## config.mk

```make
export PLATFORM = sky130hd
export DESIGN_NAME = echo_delay_ctrl
export DESIGN_NICKNAME = d
export VERILOG_FILES = /design/src/rtl/echo_delay_pkg.sv /design/src/rtl/echo_mix.sv /design/src/rtl/echo_delay_ctrl.sv
export SDC_FILE = /design/constraint.sdc
export NUM_CORES = 1
export LEC_CHECK = 0
export BUFFER_PORTS_ARGS = -buffer_cell sky130_fd_sc_hd__buf_2
export CAP_MARGIN = 15
export CORE_ASPECT_RATIO = 0.5
export CORE_MARGIN = 8
export CORE_UTILIZATION = 40
export DETAILED_ROUTE_END_ITERATION = 6
export PLACE_DENSITY = 0.58
export SYNTH_ARGS = -nofsm -noshare
export SYNTH_HDL_FRONTEND = slang
export SYNTH_HIERARCHICAL = 1
export SYNTH_SLANG_ARGS = --single-unit
```

## constraint.sdc

```tcl
create_clock -name CLK -period 7.9 [get_ports CLK]
set_input_delay 1.185 -clock CLK [delete_from_list [all_inputs] [get_ports CLK]]
set_output_delay 1.185 -clock CLK [all_outputs]
set_load 0.02 [all_outputs]
```

## src/rtl/echo_delay_pkg.sv

```systemverilog
// -----------------------------------------------------------------------------
// echo_delay_pkg
//  Shared definitions for the echo/delay controller: FSM state encoding, echo
//  gain format (unsigned Q1.7) and a generic signed saturation helper.
// -----------------------------------------------------------------------------
package echo_delay_pkg;

   typedef enum logic [1:0] {
      ST_IDLE = 2'd0,
      ST_RD   = 2'd1,
      ST_MIX  = 2'd2,
      ST_WR   = 2'd3
   } state_e;

   localparam int GAIN_FRAC  = 7;   // 128 = 1.0
   localparam int GAIN_WIDTH = 8;

   // Clamp a signed value to the range of a w-bit signed number (w <= 63).
   // The caller truncates the result to w bits.
   function automatic logic signed [63:0] saturate(input logic signed [63:0] v,
                                                   input int w);
      logic signed [63:0] max_v;
      logic signed [63:0] min_v;
      max_v = (64'sd1 <<< (w - 1)) - 64'sd1;
      min_v = ~max_v;                  // -2^(w-1)
      if (v > max_v)      return max_v;
      else if (v < min_v) return min_v;
      else                return v;
   endfunction

endpackage

```

## src/rtl/echo_mix.sv

```systemverilog
// -----------------------------------------------------------------------------
// echo_mix
//  Combinational echo mixer: mix = sat(dry + (wet * gain) >>> GAIN_FRAC).
//  Ports:
//   dry_i    in  DATA_WIDTH  signed dry sample
//   wet_i    in  DATA_WIDTH  signed delayed sample from the delay line
//   gain_i   in  GAIN_WIDTH  unsigned Q1.7 echo gain
//   wet_en_i in  1           0 forces the delayed term to zero
//   mix_o    out DATA_WIDTH  saturated signed result
// -----------------------------------------------------------------------------
module echo_mix
   import echo_delay_pkg::*;
#(
   parameter int DATA_WIDTH = 32
) (
   input  logic signed [DATA_WIDTH-1:0] dry_i,
   input  logic signed [DATA_WIDTH-1:0] wet_i,
   input  logic        [GAIN_WIDTH-1:0] gain_i,
   input  logic                         wet_en_i,
   output logic signed [DATA_WIDTH-1:0] mix_o
);

   localparam int PW = DATA_WIDTH + GAIN_WIDTH + 1;
   localparam int SW = DATA_WIDTH + 2;

   logic signed [PW-1:0] prod;
   logic signed [PW-1:0] scaled;
   logic signed [SW-1:0] sum;
   logic signed [63:0]   sat;

   always_comb begin
      // Gain is zero-extended so it stays non-negative in the signed product.
      prod   = PW'(wet_i) * PW'($signed({1'b0, gain_i}));
      scaled = prod >>> GAIN_FRAC;
      if (!wet_en_i) scaled = '0;
      // |scaled| < 2^(DATA_WIDTH), so DATA_WIDTH+2 bits hold dry+scaled exactly.
      sum    = SW'(dry_i) + SW'(scaled);
      sat    = saturate(64'(sum), DATA_WIDTH);
      mix_o  = DATA_WIDTH'(sat);
   end

endmodule

```

## src/rtl/echo_delay_ctrl.sv

```systemverilog
// -----------------------------------------------------------------------------
// echo_delay_ctrl
//  Echo/delay controller driving a dual-port memory used as a circular delay
//  line. Per accepted sample: read the sample written DELAY samples earlier
//  (port 2), write the new sample (port 1), emit dry + GAIN*delayed, saturated.
//  Ports:
//   CLK, RST_N          clock, synchronous active-low reset
//   IN_VALID/IN_READY   input handshake (ready only in IDLE)
//   IN_DATA             signed dry sample
//   DELAY               delay in samples 0..SIZE (larger values clamp to SIZE)
//   GAIN                unsigned Q1.7 echo gain
//   OUT_VALID/OUT_DATA  one-cycle result pulse and signed wet sample
//   WE/ADDR1/DI         memory write port
//   ADDR2/DO2           memory read port (DO2 valid one cycle after ADDR2)
// -----------------------------------------------------------------------------
module echo_delay_ctrl
   import echo_delay_pkg::*;
#(
   parameter int DATA_WIDTH = 32,
   parameter int ADDR_WIDTH = 3,
   parameter int SIZE       = 8
) (
   input  logic                  CLK,
   input  logic                  RST_N,
   input  logic                  IN_VALID,
   output logic                  IN_READY,
   input  logic [DATA_WIDTH-1:0] IN_DATA,
   input  logic [ADDR_WIDTH:0]   DELAY,
   input  logic [GAIN_WIDTH-1:0] GAIN,
   output logic                  OUT_VALID,
   output logic [DATA_WIDTH-1:0] OUT_DATA,
   output logic                  WE,
   output logic [ADDR_WIDTH-1:0] ADDR1,
   output logic [DATA_WIDTH-1:0] DI,
   output logic [ADDR_WIDTH-1:0] ADDR2,
   input  logic [DATA_WIDTH-1:0] DO2
);

   localparam logic [ADDR_WIDTH:0]   SIZE_C  = (ADDR_WIDTH+1)'(SIZE);
   localparam logic [ADDR_WIDTH:0]   FILL_1  = (ADDR_WIDTH+1)'(1);
   localparam logic [ADDR_WIDTH-1:0] PTR_1   = ADDR_WIDTH'(1);

   state_e                  state_q, state_d;
   logic                    rdy_q, rdy_d;
   logic                    ov_q, ov_d;
   logic [DATA_WIDTH-1:0]   out_q, out_d;
   logic                    we_q, we_d;
   logic [ADDR_WIDTH-1:0]   addr1_q, addr1_d;
   logic [DATA_WIDTH-1:0]   di_q, di_d;
   logic [ADDR_WIDTH-1:0]   addr2_q, addr2_d;
   logic [ADDR_WIDTH-1:0]   wr_ptr_q, wr_ptr_d;
   logic [ADDR_WIDTH:0]     fill_q, fill_d;
   logic [DATA_WIDTH-1:0]   smp_q, smp_d;
   logic [ADDR_WIDTH:0]     dly_q, dly_d;
   logic [GAIN_WIDTH-1:0]   gain_q, gain_d;

   logic [ADDR_WIDTH:0]     dly_clamp;
   logic                    wet_en;
   logic [DATA_WIDTH-1:0]   mix_res;

   assign dly_clamp = (DELAY > SIZE_C) ? SIZE_C : DELAY;

   // A zero delay is a dry bypass; until DELAY samples have been written the
   // addressed slot holds stale data from before reset and must not be mixed.
   assign wet_en = (dly_q != '0) && (fill_q >= dly_q);

   echo_mix #(.DATA_WIDTH(DATA_WIDTH)) u_mix (
      .dry_i    (smp_q),
      .wet_i    (DO2),
      .gain_i   (gain_q),
      .wet_en_i (wet_en),
      .mix_o    (mix_res)
   );

   always_comb begin
      state_d  = state_q;
      rdy_d    = rdy_q;
      ov_d     = ov_q;
      out_d    = out_q;
      we_d     = we_q;
      addr1_d  = addr1_q;
      di_d     = di_q;
      addr2_d  = addr2_q;
      wr_ptr_d = wr_ptr_q;
      fill_d   = fill_q;
      smp_d    = smp_q;
      dly_d    = dly_q;
      gain_d   = gain_q;
      case (state_q)
         ST_IDLE: begin
            if (IN_VALID && rdy_q) begin
               smp_d   = IN_DATA;
               dly_d   = dly_clamp;
               gain_d  = GAIN;
               // SIZE is a power of two, so the truncated subtraction wraps
               // modulo SIZE; DELAY=SIZE lands on wr_ptr itself.
               addr2_d = wr_ptr_q - dly_clamp[ADDR_WIDTH-1:0];
               rdy_d   = 1'b0;
               state_d = ST_RD;
            end
         end
         ST_RD: begin
            state_d = ST_MIX;
         end
         ST_MIX: begin
            out_d   = mix_res;
            ov_d    = 1'b1;
            addr1_d = wr_ptr_q;
            di_d    = smp_q;
            we_d    = 1'b1;
            state_d = ST_WR;
         end
         ST_WR: begin
            ov_d     = 1'b0;
            we_d     = 1'b0;
            wr_ptr_d = wr_ptr_q + PTR_1;
            fill_d   = (fill_q == SIZE_C) ? fill_q : fill_q + FILL_1;
            rdy_d    = 1'b1;
            state_d  = ST_IDLE;
         end
         default: begin
            state_d = ST_IDLE;
            rdy_d   = 1'b1;
            ov_d    = 1'b0;
            we_d    = 1'b0;
         end
      endcase
   end

   always_ff @(posedge CLK) begin
      if (!RST_N) begin
         state_q  <= ST_IDLE;
         rdy_q    <= 1'b1;
         ov_q     <= 1'b0;
         out_q    <= '0;
         we_q     <= 1'b0;
         addr1_q  <= '0;
         di_q     <= '0;
         addr2_q  <= '0;
         wr_ptr_q <= '0;
         fill_q   <= '0;
         smp_q    <= '0;
         dly_q    <= '0;
         gain_q   <= '0;
      end else begin
         state_q  <= state_d;
         rdy_q    <= rdy_d;
         ov_q     <= ov_d;
         out_q    <= out_d;
         we_q     <= we_d;
         addr1_q  <= addr1_d;
         di_q     <= di_d;
         addr2_q  <= addr2_d;
         wr_ptr_q <= wr_ptr_d;
         fill_q   <= fill_d;
         smp_q    <= smp_d;
         dly_q    <= dly_d;
         gain_q   <= gain_d;
      end
   end

   assign IN_READY  = rdy_q;
   assign OUT_VALID = ov_q;
   assign OUT_DATA  = out_q;
   assign WE        = we_q;
   assign ADDR1     = addr1_q;
   assign DI        = di_q;
   assign ADDR2     = addr2_q;

endmodule

```

======== After elaboration in Yosys (flattened, before gate mapping) ========
Cells that the tools add are included.
storage, ports and cells
  output and inout bits ................... 73
  input port bits ......................... 79
  flip-flop bits (word level) ............. 125
  word-level logic and storage cells ...... 45
operators by class
  $add $sub $neg .......................... 4
  equality and inequality tests ........... 5
  $lt $le $gt $ge ......................... 4
  reduce and logical (&&, ||, !) cells .... 9
  multiply operators ...................... 1
  mux-type cells .......................... 9
  bitwise gates (word level) .............. 1
operator list
  kind                    number
  $mux W32                2
  $mul A32 B9 Y41         1
  $add A32 B34 Y34        1
  $gt A34 B32 Y1 const B  1
  $lt A34 B32 Y1 const B  1
  $mux W34                1
  $pmux W2 S4             1
  $reduce_and A2 Y1       3
  $add A4 B1 Y4 const B   1
  $eq A2 B2 Y1 const B    2
  $eq A4 B4 Y1 const B    1
  $ge A4 B4 Y1            1
  $gt A4 B4 Y1 const B    1
  $mux W4                 1
  $pmux W1 S2             2
  $reduce_bool A2 Y1      2
  $reduce_bool A4 Y1      1
  $add A3 B1 Y3 const B   1
  $sub A3 B3 Y3           1
  $eq A2 B1 Y1 const B    1
  $logic_and A1 B1 Y1     2
  $logic_not A2 Y1        1
  $mux W2                 1
  $ne A2 B2 Y1 const B    1
  other kinds (2)         2

======== Longest topological paths before layout ========
  word-level depth ........................ 7
  depth in mapped cells ................... 38
  gate-level depth less buffers ........... 34

======== Cells and area by module ========
The synthesis kept the hierarchy.
by module, submodules not included
  module           instances  seq. area each (sq um)  cells an instance  area each (sq um)
  echo_mix         1          0.0                     1291               10631.4
  echo_delay_ctrl  1          2502.4                  500                5037.3

======== Worst setup path before layout ========
Ideal clock, no wire load.
  path type ............................... input port to flip-flop
  from .................................... input port DO2[10]
  to ...................................... register out_q[17], in the netlist OUT_DATA[17]
  required time ........................... 7784 ps
  data arrival time ....................... 8174 ps
  setup time .............................. 116 ps
  path slack .............................. -390 ps
  stages on the path ...................... 33
  cells stage by stage .................... and2_1 > fa_1 > fa_1 > fa_1 > inv_1 > fa_1 > inv_1 > ha_1 > a211oi_1 > nor2_1 > or4_1 > a221oi_2 > o2bb2ai_1 > a21o_1 > nand2_1 > nand2b_1 > xor2_1 > and2_1 > ha_1 > a21oi_1 > o21ai_1 > a211oi_1 > o21ai_0 > a21o_1 > a31oi_4 > and4bb_1 > nor3_2 > xnor2_1 > a2111o_1 > buf_6 > a21o_1 > mux2i_1 > nor2b_1
on the way
  longest elaborated chain between the ends .. 6
  elaborated cells between the ends (all ways) .. 7
  classes of those cells .................. add/sub: 1; mul: 1; order compare: 2; mux: 3
RTL lines
  item                   RTL line                RTL
  start, declared        echo_delay_ctrl.sv:36   input logic [DATA_WIDTH-1:0] DO2
  $mul A32 B9 Y41 (*)    echo_mix.sv:33          prod = PW'(wet_i) * PW'($signed({1'b0, gain_i}));
  $mux W34 (*)           echo_mix.sv:35          if (!wet_en_i) scaled = '0;
  $add A32 B34 Y34 (*)   echo_mix.sv:37          sum = SW'(dry_i) + SW'(scaled);
  $lt A34 B32 Y1         echo_delay_pkg.sv:27    else if (v < min_v) return min_v;
  $mux W32               echo_delay_pkg.sv:27
  $mux W32 (*)           echo_delay_pkg.sv:26    if (v > max_v) return max_v;
  named net mix_res[17]  echo_delay_ctrl.sv:59   logic [DATA_WIDTH-1:0] mix_res;
  end signal, assigned   echo_delay_ctrl.sv:149  out_q <= out_d;
  end, declared          echo_delay_ctrl.sv:46   logic [DATA_WIDTH-1:0] out_q, out_d;
Mark *: on every way through the listed nets, which the timed path passes. The rest lies on a longest branch.
A chain may end at the register's enable or synchronous reset.

======== Worst setup path after layout ========
  from .................................... input port DO2[8]
  to ...................................... register out_q[15], in the netlist OUT_DATA[15]
The elaborated chain is that of the path after synthesis.

==> qor.csv <==
stage;metric;value;unit
yosys;largest_cells_by_area_after_synthesis;sky130_fd_sc_hd__fa_1 (25%), sky130_fd_sc_hd__dfxtp_1 (16%), sky130_fd_sc_hd__ha_1 (9.7%), sky130_fd_sc_hd__and2_1 (6.6%), sky130_fd_sc_hd__inv_1 (6.1%);
timing;finalWorstPathRequiredPeriod;8140;ps
floorplan;die-height;156;µm
critical_path;critical_path_arrival;8460;ps
yosys;yosys_register_bits;125;
timing;slew-limit-headroom;29.5;%
timing;finalSetupViolations;31;
critical_path;element_type_at_the_critical_path_start;input pin;
timing;timing_max_transition_violations_final;0;
timing;worstMarginPinSlew;1060;ps
floorplan;rows;51;
clock_tree;cts_buffers;17;
yosys;yosys.area.top_type;sky130_fd_sc_hd__fa_1;
critical_path;crit_path_top_delay_cell;sky130_fd_sc_hd__fa_1;
detailed_routing;route.vias.total;13000;
min_path;hold_path.class;reg -> reg;
clock_tree;htreeDepth;4;
clock_tree;clockRootBuffer;sky130_fd_sc_hd__clkbuf_16;
clock_tree;clk_pin_slew;70;ps
critical_path;timing.critical_path.to;OUT_DATA[15];
timing;achievable-frequency;0.123;GHz
critical_path;crit_type;in -> reg;
timing;final.setup_skew;11.6;ps
placed_design;dp_hpwl;33.8;mm
timing;final.period_utilization;103;%
floorplan;floorplan.die.width;296;µm
grt;grt-ovfl-total;0;
final_layout;design.final.nets;2539;
detailed_routing;drt_iter0_markers;678;
detailed_routing;detailed_router_iteration_count_before_antenna_repair;5;
timing;grt_setup_unrepaired;true;
critical_path;r2r_end;OUT_DATA[15];
detailed_routing;wirelength;44.0;mm
critical_path;worst-r2r-cell-count;33;
critical_path;delay_of_the_slowest_cell_on_the_worst_path;550;ps
grt;antenna_found_initial;2;
clock_tree;tritoncts_clock_tree;built;
timing;final.setup.worst_slack;-236;ps
grt;grt_usage;19.2;%
grt;wire_length_of_the_first_global_routing_pass;71.9;mm
detailed_routing;final_antenna_net_count;0;
yosys;synth_most_common_cell;sky130_fd_sc_hd__inv_1;
timing;report.final.hold_viol_count;0;
pwr;vdd_drop_max;0.184;mV
yosys;netlist_instances;1791;
yosys;yosysUniqueCellTypes;70;
yosys;asyncSetResetFlopFracSynth;0;%
clock_tree;worst_skew_late_latency;430;ps
yosys;synth_nets;2191;
grt;grt_pass1_vias;13500;
critical_path;worst_setup_path_startpoint;DO2[8];
yosys;mean_cell_area_of_the_mapped_netlist;8.75;µm²
floorplan;initial_utilization;40.5;%
yosys;synth_warnings;6;
pwr;power.static_leakage;9.95;nW
critical_path;worstSetupEndpointType;register;
clock_tree;cts_num_sinks;125;
pwr;power.density;277;nW/µm²
placed_design;place_congestion;0.869;
placed_design;io_buffer_count;151;
floorplan;number_of_top_level_design_ports;152;
job;drv_cap;0;
grt;grt_max_degree;127;
outcome;violations;setup timing;
final_layout;drive_above_1_share;28.1;%
placed_design;placed_area;18600;µm²
clock_tree;clk_path_buf_depth;2;
critical_path;crit-reg2reg-launch;gain_q[5];
outcome;status;finished, violations left;
detailed_routing;routedWlPerCell;16.4;µm
critical_path;cp_data_required_time;8220;ps
yosys;prevailing_post_synth_register_cell;sky130_fd_sc_hd__dfxtp_1;
critical_path;most_frequent_cell_on_the_critical_path;sky130_fd_sc_hd__fa_1;
yosys;ys_top_cells_by_count;sky130_fd_sc_hd__inv_1 (255), sky130_fd_sc_hd__nand2_1 (229), sky130_fd_sc_hd__fa_1 (199);
yosys;syn-cell-area;15700;µm²
detailed_routing;via_per_inst;4.85;
yosys;synthDominantCellAreaShare;25.4;%
critical_path;crit_path_max_fanout;7;
floorplan;design.core.area;38700;µm²
final_layout;finalInstanceArea;20400;µm²
detailed_routing;post-route-drc-count;0;
final_layout;areaGrowthSynthToFinish;30.1;%
yosys;synth-edff-count;0;
yosys;ys_seq_area_share;16.0;%
pwr;finalPower;5.64;mW
critical_path;setup.reg_to_reg.worst_slack;-20;ps
floorplan;fp.dieArea;46100;µm²
-- worst min-delay path by stage --
stage / endpoint / slack, ps / from / depth (start not counted)
5_1_grt: dly_q[2] / 530 / dly_q[2] / 2
4_1_cts: ADDR2[2] / 480 / ADDR2[2] / 2
3_3_place_gp: ADDR2[2] / 470 / ADDR2[2] / 2
2_1_floorplan: dly_q[2] / 460 / dly_q[2] / 2
3_5_place_dp: ADDR2[2] / 470 / ADDR2[2] / 2
6_report: ADDR2[2] / 480 / ADDR2[2] / 2
-- kinds of logic after synthesis --
kind of cell               count (synthesis)  synth area share, %
AOI/OAI and AO/OA                        264                 12.2
xor gates and xnor gates                  65                 3.63
adders and majority gates                321                 35.2
buffers and inverters                    334                 8.74
DFF                                      125                 16.0
muxes                                     70                 4.48
and+or+nand+nor                          612                 19.8
-- cell type report --
class	count	area [µm²]
multi-input cells	1332	12600
fillers	3628	18400
well taps	530	663
diodes	1	2.50
repair buffers	407	3080
clock buffers	17	425
inverters	256	961
flip-flops and latches	125	2500
clock inverters	15	194
-- power breakdown --
group	switching (mW)	internal [mW]	total (mW)
Clock	0.358	0.484	0.842
Combinational	2.11	1.87	3.99
Sequential	0.0867	0.724	0.811
-- registers in the layout, indices dropped and copies added (netlist names) --
register and count:
gain_q 8, ADDR2 3, state_q 2, WE 1, fill_q 4, dly_q 4
ADDR1 3, IN_READY 1, DI 32, OUT_DATA 32, wr_ptr_q 3, smp_q 32
-- stage by stage --
stage	cells	setup TNS [ps]	setup slack (ps)	utilization [%]	hold slack, ps
detailed placement	2618	-22530	-742	48.0	467
finish	2683	-5560	-236	52.6	480
global placement	2618	-22640	-741	48.0	469
CTS	2669	-5750	-210	50.8	480
global route	2683	-14060	-533	52.6	526
floorplan	1791	-4790	-172	-	456
-- worst max-delay path, delay by kind of cell --
kind	cells	cell delay (ps)
and+or+nand+nor	7	1080
AOI/OAI and AO/OA	10	2150
xor gates and xnor gates	2	290
muxes	1	130
buffers and inverters	8	960
adders and majority gates	6	2660
-- metal layers --
metal	track usage, %	share of wire (%)	routed length, µm	vias up
met5	0	0.016	7	-
met4	4.03	1.4	607	2
met3	2.46	3.1	1370	40
met2	31.5	47	20800	194
met1	26.8	48	21200	6342
li1	-	-	-	6427
-- placed cells by master (no fill, tap or decap), drive strengths merged, types with 4 or more instances in the layout --
cell type and instances:
nor2b 82, o211ai 7, mux2i 69, fa 199, a31oi 8, dfxtp 125, xnor2 37, nor2 60
a221oi 4, nand4 9, a21boi 48, buf 406, a21oi 48, xor2 28, and2 166, nor3b 5
nand2 229, o21ai 37, nor3 15, a211oi 10, o21bai 9, o21a 31, clkbuf 18, inv 266
nand3 16, ha 122, a21o 33, nand2b 7, and3 9
-- what timing repair did --
item,CTS,global route
gates cloned,4,1
pin swaps,16,152
hold endpoints to repair,0,0
hold buffers,0,0
setup endpoints to repair,31,32
resized for setup,66,140
buffers inserted,15,15
Note: power is estimated with default switching activity, not from simulation.
